$ cat src/rtl/spi_slave_responder.sv
// SPI mode-0 target: synchronized sck/cs/mosi, FWFT RX FIFO, single-entry TX holding register.
// Optional per-frame byte counter output frame_bytes enabled by `define SPI_SLV_FRAME_CNT_EN.
module spi_slave_responder #(
  parameter int         RX_DEPTH    = 4,
  parameter logic [7:0] FILL_BYTE   = 8'hFF,
  parameter int         SYNC_STAGES = 2
) (
  input  logic       clk,
  input  logic       Rst,
  input  logic       spi_sck,
  input  logic       spi_cs,
  input  logic       spi_mosi,
  output logic       spi_miso,
  output logic       spi_miso_oe,
  input  logic [7:0] tx_din,
  input  logic       tx_wr,
  output logic       tx_full,
  output logic [7:0] rx_dout,
  input  logic       rx_rd,
  output logic       rx_data_avail,
  output logic       rx_overrun,
  input  logic       rx_overrun_clr,
  output logic       busy
`ifdef SPI_SLV_FRAME_CNT_EN
  ,
  output logic [7:0] frame_bytes
`endif
);

  localparam int AW = $clog2(RX_DEPTH);
  localparam int CW = AW + 1;
  localparam logic [CW-1:0] DEPTH_C = CW'(RX_DEPTH);

  typedef enum logic {IDLE, ACTIVE} state_t;
  state_t state_q, state_d;

  logic [SYNC_STAGES-1:0] sck_sync_q, cs_sync_q, mosi_sync_q;
  logic [SYNC_STAGES:0]   flush_q;
  logic sck_h_q, cs_h_q, armed_q;
  logic sck_s, cs_s, mosi_s;
  logic sck_rise, sck_fall, cs_fall, cs_rise;

  logic [2:0]    bit_cnt_q, bit_cnt_d;
  logic          byte_done_q, byte_done_d;
  logic [7:0]    rx_shift_q, rx_shift_d;
  logic [7:0]    tx_shift_q, tx_shift_d;
  logic [7:0]    hold_q, hold_d;
  logic          tx_full_q, tx_full_d;
  logic          load, push;
  logic [7:0]    push_byte;

  logic [7:0]    mem_q [RX_DEPTH];
  logic [AW-1:0] wr_ptr_q, rd_ptr_q;
  logic [CW-1:0] cnt_q, cnt_d;
  logic          ovr_q, ovr_d;
  logic          pop, fifo_full, wr_en;

  assign sck_s  = sck_sync_q[SYNC_STAGES-1];
  assign cs_s   = cs_sync_q[SYNC_STAGES-1];
  assign mosi_s = mosi_sync_q[SYNC_STAGES-1];

  // A cs fall only counts once cs has been seen high after the chains flushed,
  // so a cs already low at reset release cannot start a frame.
  assign sck_rise = sck_s & ~sck_h_q;
  assign sck_fall = ~sck_s & sck_h_q;
  assign cs_fall  = cs_h_q & ~cs_s & armed_q;
  assign cs_rise  = ~cs_h_q & cs_s;

  always_ff @(posedge clk or negedge Rst) begin
    if (!Rst) begin
      sck_sync_q  <= '0;
      cs_sync_q   <= '1;
      mosi_sync_q <= '0;
      flush_q     <= '0;
      sck_h_q     <= 1'b0;
      cs_h_q      <= 1'b1;
      armed_q     <= 1'b0;
    end else begin
      sck_sync_q  <= {sck_sync_q[SYNC_STAGES-2:0], spi_sck};
      cs_sync_q   <= {cs_sync_q[SYNC_STAGES-2:0], spi_cs};
      mosi_sync_q <= {mosi_sync_q[SYNC_STAGES-2:0], spi_mosi};
      flush_q     <= {flush_q[SYNC_STAGES-1:0], 1'b1};
      sck_h_q     <= sck_s;
      cs_h_q      <= cs_s;
      armed_q     <= armed_q | (flush_q[SYNC_STAGES] & cs_s);
    end
  end

  always_ff @(posedge clk or negedge Rst) begin
    if (!Rst) state_q <= IDLE;
    else      state_q <= state_d;
  end

  always_comb begin
    state_d = state_q;
    case (state_q)
      IDLE:    if (cs_fall) state_d = ACTIVE;
      ACTIVE:  if (cs_rise) state_d = IDLE;
      default: state_d = IDLE;
    endcase
  end

  always_comb begin
    busy        = (state_q == ACTIVE);
    spi_miso_oe = busy;
    spi_miso    = busy & tx_shift_q[7];
  end

  always_comb begin
    bit_cnt_d   = bit_cnt_q;
    byte_done_d = byte_done_q;
    rx_shift_d  = rx_shift_q;
    tx_shift_d  = tx_shift_q;
    load        = 1'b0;
    push        = 1'b0;
    push_byte   = {rx_shift_q[6:0], mosi_s};
    if (state_q == IDLE) begin
      if (cs_fall) begin
        load        = 1'b1;
        bit_cnt_d   = 3'd0;
        byte_done_d = 1'b0;
      end
    end else if (cs_rise) begin
      bit_cnt_d   = 3'd0;
      byte_done_d = 1'b0;
    end else if (sck_rise) begin
      rx_shift_d = push_byte;
      bit_cnt_d  = bit_cnt_q + 3'd1;
      if (bit_cnt_q == 3'd7) begin
        push        = 1'b1;
        byte_done_d = 1'b1;
      end
    end else if (sck_fall) begin
      if (byte_done_q) begin
        load        = 1'b1;
        byte_done_d = 1'b0;
      end else if (bit_cnt_q != 3'd0) begin
        tx_shift_d = {tx_shift_q[6:0], 1'b0};
      end
    end
    if (load) tx_shift_d = tx_full_q ? hold_q : FILL_BYTE;
  end

  // A write landing in the same cycle as a load from an empty holding register
  // is kept for the following byte.
  always_comb begin
    tx_full_d = tx_full_q;
    hold_d    = hold_q;
    if (load) tx_full_d = 1'b0;
    if (tx_wr && !tx_full_q) begin
      tx_full_d = 1'b1;
      hold_d    = tx_din;
    end
  end

  assign pop       = rx_rd & (cnt_q != '0);
  assign fifo_full = (cnt_q == DEPTH_C);
  assign wr_en     = push & (~fifo_full | pop);

  always_comb begin
    cnt_d = cnt_q;
    if (wr_en && !pop)      cnt_d = cnt_q + CW'(1);
    else if (!wr_en && pop) cnt_d = cnt_q - CW'(1);
    ovr_d = ovr_q;
    if (push && fifo_full && !pop) ovr_d = 1'b1;
    else if (rx_overrun_clr)       ovr_d = 1'b0;
  end

  always_ff @(posedge clk or negedge Rst) begin
    if (!Rst) begin
      bit_cnt_q   <= 3'd0;
      byte_done_q <= 1'b0;
      rx_shift_q  <= 8'h00;
      tx_shift_q  <= 8'h00;
      hold_q      <= 8'h00;
      tx_full_q   <= 1'b0;
      wr_ptr_q    <= '0;
      rd_ptr_q    <= '0;
      cnt_q       <= '0;
      ovr_q       <= 1'b0;
    end else begin
      bit_cnt_q   <= bit_cnt_d;
      byte_done_q <= byte_done_d;
      rx_shift_q  <= rx_shift_d;
      tx_shift_q  <= tx_shift_d;
      hold_q      <= hold_d;
      tx_full_q   <= tx_full_d;
      cnt_q       <= cnt_d;
      ovr_q       <= ovr_d;
      if (wr_en) wr_ptr_q <= wr_ptr_q + AW'(1);
      if (pop)   rd_ptr_q <= rd_ptr_q + AW'(1);
    end
  end

  always_ff @(posedge clk) begin
    if (wr_en) mem_q[wr_ptr_q] <= push_byte;
  end

  assign tx_full       = tx_full_q;
  assign rx_data_avail = (cnt_q != '0);
  assign rx_dout       = rx_data_avail ? mem_q[rd_ptr_q] : 8'h00;
  assign rx_overrun    = ovr_q;

`ifdef SPI_SLV_FRAME_CNT_EN
  logic [7:0] frame_q;
  always_ff @(posedge clk or negedge Rst) begin
    if (!Rst)                            frame_q <= 8'h00;
    else if (state_q == IDLE && cs_fall) frame_q <= 8'h00;
    else if (push && frame_q != 8'hFF)   frame_q <= frame_q + 8'd1;
  end
  assign frame_bytes = frame_q;
`endif

endmodule

$ cat config.mk
export PLATFORM = sky130hd
export DESIGN_NAME = spi_slave_responder
export DESIGN_NICKNAME = d
export VERILOG_FILES = /design/src/rtl/spi_slave_responder.sv
export SDC_FILE = /design/constraint.sdc
export NUM_CORES = 1
export LEC_CHECK = 0
export ABC_AREA = 1
export BUFFER_PORTS_ARGS = -buffer_cell sky130_fd_sc_hd__buf_2
export CAP_MARGIN = 20
export CORE_ASPECT_RATIO = 1.75
export CORE_MARGIN = 2
export CORE_UTILIZATION = 59
export DETAILED_ROUTE_END_ITERATION = 16
export PLACE_DENSITY = 0.83
export SYNTH_ARGS = -nofsm -noshare
export SYNTH_HDL_FRONTEND = slang
export SYNTH_SLANG_ARGS = --single-unit
$ cat constraint.sdc
create_clock -name clk -period 2.4 [get_ports clk]
set_input_delay 0.48 -clock clk [delete_from_list [all_inputs] [get_ports clk]]
set_output_delay 0.48 -clock clk [all_outputs]
set_load 0.05 [all_outputs]
* After elaboration in Yosys (flattened, before gate mapping) *
Memories as Yosys holds them, arrays and structs flattened.
Index checks and enable logic that the tools add are counted.

word-level totals
  input bits = 16
  output and inout bits = 14
  register bits after elaboration = 49
  RAM bits = 32
  memories kept = 1

operators by class
  equality and inequality tests = 8
  mux-type cells = 39
  add/subtract/negate cells = 5
  reductions and logical operators = 21
  bitwise operators = 18

memory list
  memory  words  width  rd ports  clocked after memory_dff  write ports  line  RTL
  mem_q   4      8      1         0                         1            52    logic [7:0] mem_q [RX_DEPTH];

operators by type and width
  operator                                                            number
  8-bit two-way mux                                                   9
  1-bit two-way mux                                                   23
  3-bit two-way mux                                                   6
  2-bit nonzero test                                                  7
  1-bit bitwise AND                                                   9
  1-bit inverter                                                      7
  3-bit by 1-bit adder with 3-bit output, second input constant       2
  3-bit == test, second input constant                                2
  2-bit by 1-bit != test with 1-bit output, second input constant     3
  3-bit AND reduction                                                 2
  6-bit AND reduction                                                 1
  3-bit nonzero test                                                  2
  1-bit logical AND                                                   5
  2-bit by 1-bit adder with 2-bit output, second input constant       2
  4-bit by 1-bit != test with 1-bit output, second input constant     1
  4-bit by 2-bit != test with 1-bit output, second input constant     1
  1-bit logical NOT                                                   3
  3-bit by 1-bit != test with 1-bit output, second input constant     1
  3-bit by 1-bit subtractor with 3-bit output, second input constant  1
  1-bit bitwise OR                                                    2
  1-bit one-hot mux with 2 select lines                               1
  2-bit AND reduction                                                 1

* Depth between registers and ports, before layout *
  depth after elaboration = 10
  depth in mapped cells = 12

* Worst setup path before layout *
OpenSTA, ideal clock, no wires.

  path type = register -> register
  start = register state_q, in the netlist busy
  end = register cnt_q[2]
  required time = 2.269 ns
  clock period less this slack = 2.310 ns
  setup slack = 0.090 ns
  arrival = 2.180 ns
  buffers on the path = 0
  cell stages (with the launch flop) = 11
  path through = dfrtp_1 nand3_2 nor2_2 nand2_2 inv_2 ha_1 inv_1 fa_1 a21oi_1 o21ai_0 xor2_1

on the way
  cells in the longest elaborated chain, start to end = 5
  elaborated cells between the ends (all ways) = 7
  those cells by class = mux: 2; bitwise: 1; reduce/logical: 4

RTL lines
  element                       line  RTL
  from (decl)                   35    state_t state_q, state_d;
  from (signal assigned)        91    else state_q <= state_d;
  1-bit two-way mux *           117   if (state_q == IDLE) begin
  1-bit bitwise AND *           158   assign wr_en = push & (~fifo_full | pop);
  via wr_en                     56    logic pop, fifo_full, wr_en;
  1-bit logical NOT             163   else if (!wr_en && pop) cnt_d = cnt_q - CW'(1);
  1-bit logical AND             163
  2-bit nonzero test (no line)  -
  to (signal assigned)          188   cnt_q <= cnt_d;
  to (decl)                     54    logic [CW-1:0] cnt_q, cnt_d;

Mark *: on every way through the listed nets, which the timed path passes. The rest lies on a longest branch.
A chain may end at the register's enable or synchronous reset.

* Final worst setup path *
  start = register bit_cnt_q[0]
  end = register cnt_q[1]

on the way
  elaborated cells between the ends (all ways) = 11
  those cells by class = eq/ne: 1; mux: 5; bitwise: 1; reduce/logical: 4

RTL lines
  element                 line  RTL
  from (decl)             43    logic [2:0] bit_cnt_q, bit_cnt_d;
  from (signal assigned)  182   bit_cnt_q <= bit_cnt_d;
  3-bit == test           129   if (bit_cnt_q == 3'd7) begin
  1-bit two-way mux       129
  1-bit two-way mux       126   end else if (sck_rise) begin
  1-bit two-way mux       123   end else if (cs_rise) begin
  1-bit two-way mux       117
  1-bit bitwise AND       158
  via wr_en               56
  1-bit logical AND       162   if (wr_en && !pop) cnt_d = cnt_q + CW'(1);
  3-bit two-way mux       162
  via cnt_d[1]            54

The timed path passes the listed nets, and every way through them passes these cells.

==> results <==
- The count of antenna diodes in the layout is 0.
- The number of global-route vias before repair is 2332.
- The initial core utilization is 59.9%.
- The length of the first detailed-routing pass in iterations is 4.
- The final setup TNS is 0 ns.
- In the final routed layout, each cell accounts on average for 12.5 um.
- Across all register-to-register paths, the minimum setup slack is 0.21 ns.
- Clock latency on the worst-skew pair, taken at its later pin, is 0.35 ns.
- In this run the number of H-tree levels came out at 3.
- The top layer used by detailed routing is met4.
- CTS placed an instance of clkbuf_8 at the clock tree root.
- Setup violations remaining at the end of the flow were counted as 0.
- The relative max-transition margin is 47.0%.
- The register area share after synthesis is 63.2%.
- The worst setup slack before clock tree synthesis is 0.194 ns.
- The internal power of the cells totals 2.67 mW.
- The clock arrives with 0.00917 ns of skew.
- The average vias per placed instance is 4.97.
- The iteration-0 DRC count of the detailed router is 88.
- The highest clock rate is 456 MHz.
- Summed over all nets, the half-perimeter wirelength after detailed placement is 4.31 mm.
- For this run, the post-layout net count is 401.
- The max-cap check violation count is 0.
- Total power for the finished layout comes to 4.39 mW.
- 30 I/O pins were placed.
- The worst-path maximum fanout is 6.
- Counting tap cells, the placed design contains a total of 442 instances.
- The number of rows created at floorplan is 37.
- STA classifies the critical path endpoint as a register.
- Walking the worst path, the cells encountered are ha_1 > ha_1 > inv_1 > nor2_2 > nand2_2 > inv_2 > ha_1 > inv_1 > fa_2 > mux2_2.
- Yosys printed 0 warnings.
- The switching component of the power is 1.72 mW.
- The maximum root-to-sink buffer count is 2.
- The number of standard cells after synthesis is 334.
- The fraction of power consumed by the clock network is 21.4%.
- IR analysis of the VDD net gives a maximum drop of 0.632 mV.
- For this run, the total global-route usage over all layers was measured as 20.7%.
- For this design, the slowest cell found on the critical path is fa_2.
- Setup repair after global routing left no endpoint under its margin.
- The class of the worst hold path is in -> async.
- The total count of max-transition violations in the final report is 0.
- The congestion estimate from routability-driven global placement came to 0.803.
- Detailed routing placed a total of 3.27 mm of wire on met2.
- The part of the cycle the worst path needs is 91.4%.
- Excluding fillers, the count of instances in the completed layout stands at 459.
- The count of final hold-check violations is 0.
- Entering global routing, the biggest net connects 39 pins.
- After synthesis, the largest family of logic cells by area is simple AND/OR/NAND/NOR gates.
- In this design, the stage delay of the slowest critical-path cell is 0.45 ns.
- Counting flops and latches in the post-synthesis netlist gives 81.
- The post-route worst hold slack is 0.209 ns.
- The most common cell after layout, fill and taps aside is nand2_1.
- The switching fraction of total power is 39.2%.
- The flow ran to the end, and the final reports show no timing, DRC or antenna violations.
- The detailed router put a total of 2.12 mm of wire on met1.
- The total wirelength of the detailed-routed design is 5.74 mm.
- In this run, CTS created clock tree buffers numbering 9.
- The leakage component of the power is 1.82 nW.
- The routed design uses 187 um of met3 wire.
- Among the stages of the critical path, the cell type that occurs most often is ha_1.
- The antenna violation net count after detailed routing is 0.
- The total area inside the core boundary comes to 5790 um^2.
- The fraction of layout cells with a size suffix above 1 is 21.3%.
- The total global routing overflow is 0.
- After clock tree synthesis, the flow added hold-fix buffers numbering 0.
- The total power density per cell area is 1120 nW/um^2.
- Of the total synthesized cell area, the portion taken by full adders, half adders and majority gates is 3.46%.
- The post-synthesis cell area is 3470 um^2.
- The number of sinks driven by the clock tree is 81.
- For this block, the via count after detailed routing is 2281.
- The xor and xnor fraction of the mapped netlist area is 1.01%.
- TritonCTS built the clock tree.
- The simple-gate share of the synthesized area is 17.8%.
- The post-route minimum period is 2.19 ns.
- In this run the horizontal extent of the chip is 61.9 um.
- The sequential power share is 44.7%.
- The first global-routing pass estimated 9.85 mm of wire.
- At the pin with the least slew margin, the transition time is 0.795 ns.
- The number of antenna violations at the first check in global routing came to 0.
- The number of buffers and inverters on the critical path is 3.
- The synthesized netlist contains 35 unique library cells.
- The die is 105 um tall.
- The number of nets handed over by synthesis was 359.
- After detailed routing, the number of remaining DRC violations is 0.
- After clock tree synthesis, the clock-pin slew on the worst setup and hold paths is 0.08 ns.
- The die footprint is 6530 um^2.
- The multiplexer fraction of the synthesized cell area is 1.30%.
- Combinational logic is responsible for 33.8% of the overall power.
- The count of buffers added on input and output ports is 29.
- The worst path meets setup with 0.206 ns of slack.
- The post-synthesis area per instance is 10.4 um^2.
- The required time of the worst setup path is 2.64 ns.
- The critical path class is reg -> reg.
- The share of the synthesized area in compound gates (AO/OA/AOI/OAI) is 7.36%.
- The data arrival time at the worst-slack endpoint is 2.43 ns.
- The category of the worst setup path launch point is a register.
- In the layout the commonest cells are 63 x nand2_1, 52 x nor2_1, 45 x dfrtp_1.
- The family with the most delay on the worst path is adder cells.
- The synthesis-to-finish area growth is 13.6%.
[cell usage after synthesis]
| cell | count | area share (%) |
|---|---|---|
| nor2_8 | 1 | 0.58 |
| inv_2 | 3 | 0.32 |
| o21ai_2 | 1 | 0.25 |
| mux2_2 | 4 | 1.3 |
| nand4_1 | 1 | 0.18 |
| a21o_1 | 1 | 0.22 |
| dfstp_2 | 3 | 2.3 |
| a21oi_1 | 19 | 2.7 |
| buf_4 | 1 | 0.22 |
| o21ai_1 | 1 | 0.14 |
| buf_8 | 1 | 0.43 |
| nand2_4 | 3 | 0.97 |
| or2_2 | 1 | 0.18 |
| ha_1 | 8 | 2.9 |
| conb_1 | 1 | 0.11 |
| xnor2_1 | 1 | 0.25 |
| buf_2 | 4 | 0.58 |
| nand3_1 | 9 | 1.3 |
| dfrtp_1 | 46 | 33 |
| nor3_2 | 1 | 0.29 |
| clkinv_1 | 1 | 0.11 |
| nor2_4 | 1 | 0.32 |
| clkbuf_1 | 2 | 0.22 |
| xor2_1 | 3 | 0.76 |
| nand3_2 | 1 | 0.29 |
| nor2_1 | 52 | 5.6 |
| o21ai_0 | 24 | 3.5 |
| nand2_1 | 63 | 6.8 |
| edfxtp_1 | 32 | 28 |
| fa_1 | 1 | 0.58 |
| nor2_2 | 3 | 0.54 |
| nand2_2 | 1 | 0.18 |
| nand3_4 | 1 | 0.51 |
| inv_1 | 36 | 3.9 |
| o22ai_1 | 3 | 0.54 |
[flip-flops by register name, summed over array words and instances (netlist names), 2 cells and up]
name	cells
cs_sync_q	2
rd_ptr_q	2
flush_q	3
wr_ptr_q	2
sck_sync_q	2
mem_q	32
mosi_sync_q	2
cnt_q	3
hold_q	8
rx_shift_q	7
tx_shift_q	8
bit_cnt_q	3
[area by class of cell]
type,count,area (um^2)
fillers,459,1850
clock buffers,9,124
multi-input cells,205,1080
clock inverters,7,71.3
flip-flops and latches,81,2190
repair buffers,39,220
well taps,78,97.6
inverters,40,150
[power by group through the flow]
stage | Sequential [mW] | Combinational (mW) | Clock (mW)
final | 1.97 | 1.49 | 0.942
after global routing | 2.00 | 1.67 | 1.03
after CTS | 1.97 | 1.49 | 0.973
after detailed placement | 1.99 | 1.48 | 0
after global placement | 1.97 | 1.43 | 0
after floorplan | 1.93 | 1.18 | 0
[logic make-up (layout without fill, tap and decap cells)]
family          Yosys count  count (layout)
fa+ha+maj                 9               9
flops                    81              81
simple gates            138             138
xor+xnor                  4               4
other cells               1               1
compound gates           49              49
mux                       4               4
buf+inv                  48              95
[per-stage QoR]
step / instance area, um^2 / util (%)
after global routing: 3940 / 68.0
after detailed placement: 3730 / 64.4
after floorplan: 3470 / -
after global placement: 3730 / 64.4
final: 3940 / 68.0
after CTS: 3920 / 67.8
[worst reg2reg max path, stage by stage (launching register included)]
cell and delay [ns]:
dfrtp_1 0.39, ha_1 0.20, ha_1 0.18, inv_1 0.08, nor2_2 0.05, nand2_2 0.11
inv_2 0.06, ha_1 0.19, inv_1 0.11, fa_2 0.45, mux2_2 0.27
[final timing paths]
check                           depth (start not counted)            to    startpoint
worst max-delay path                                   10      cnt_q[1]  bit_cnt_q[0]
worst min-delay path                                    1     hold_q[2]           Rst
worst max register to register                         10      cnt_q[1]  bit_cnt_q[0]
worst min register to register                          0    flush_q[2]    flush_q[1]
max in group asynchronous                               2   rd_ptr_q[0]           Rst
min in group clk                                        1  cs_sync_q[0]        spi_cs
[what timing repair did]
item | CTS | global route
setup endpoints to repair | 0 | 9
endpoints found under the hold margin | 0 | 0
setup buffers | 0 | 1
gates resized for setup | 0 | 3
[routing by layer]
metal  vias to the layer above  global-route usage (%)
met3                        16                    5.52
met2                        49                    36.0
met1                      1065                    21.6
li1                       1151                       -
met5                         -                       0
met4                         0                    10.0
(Power assumes the default switching activity.)
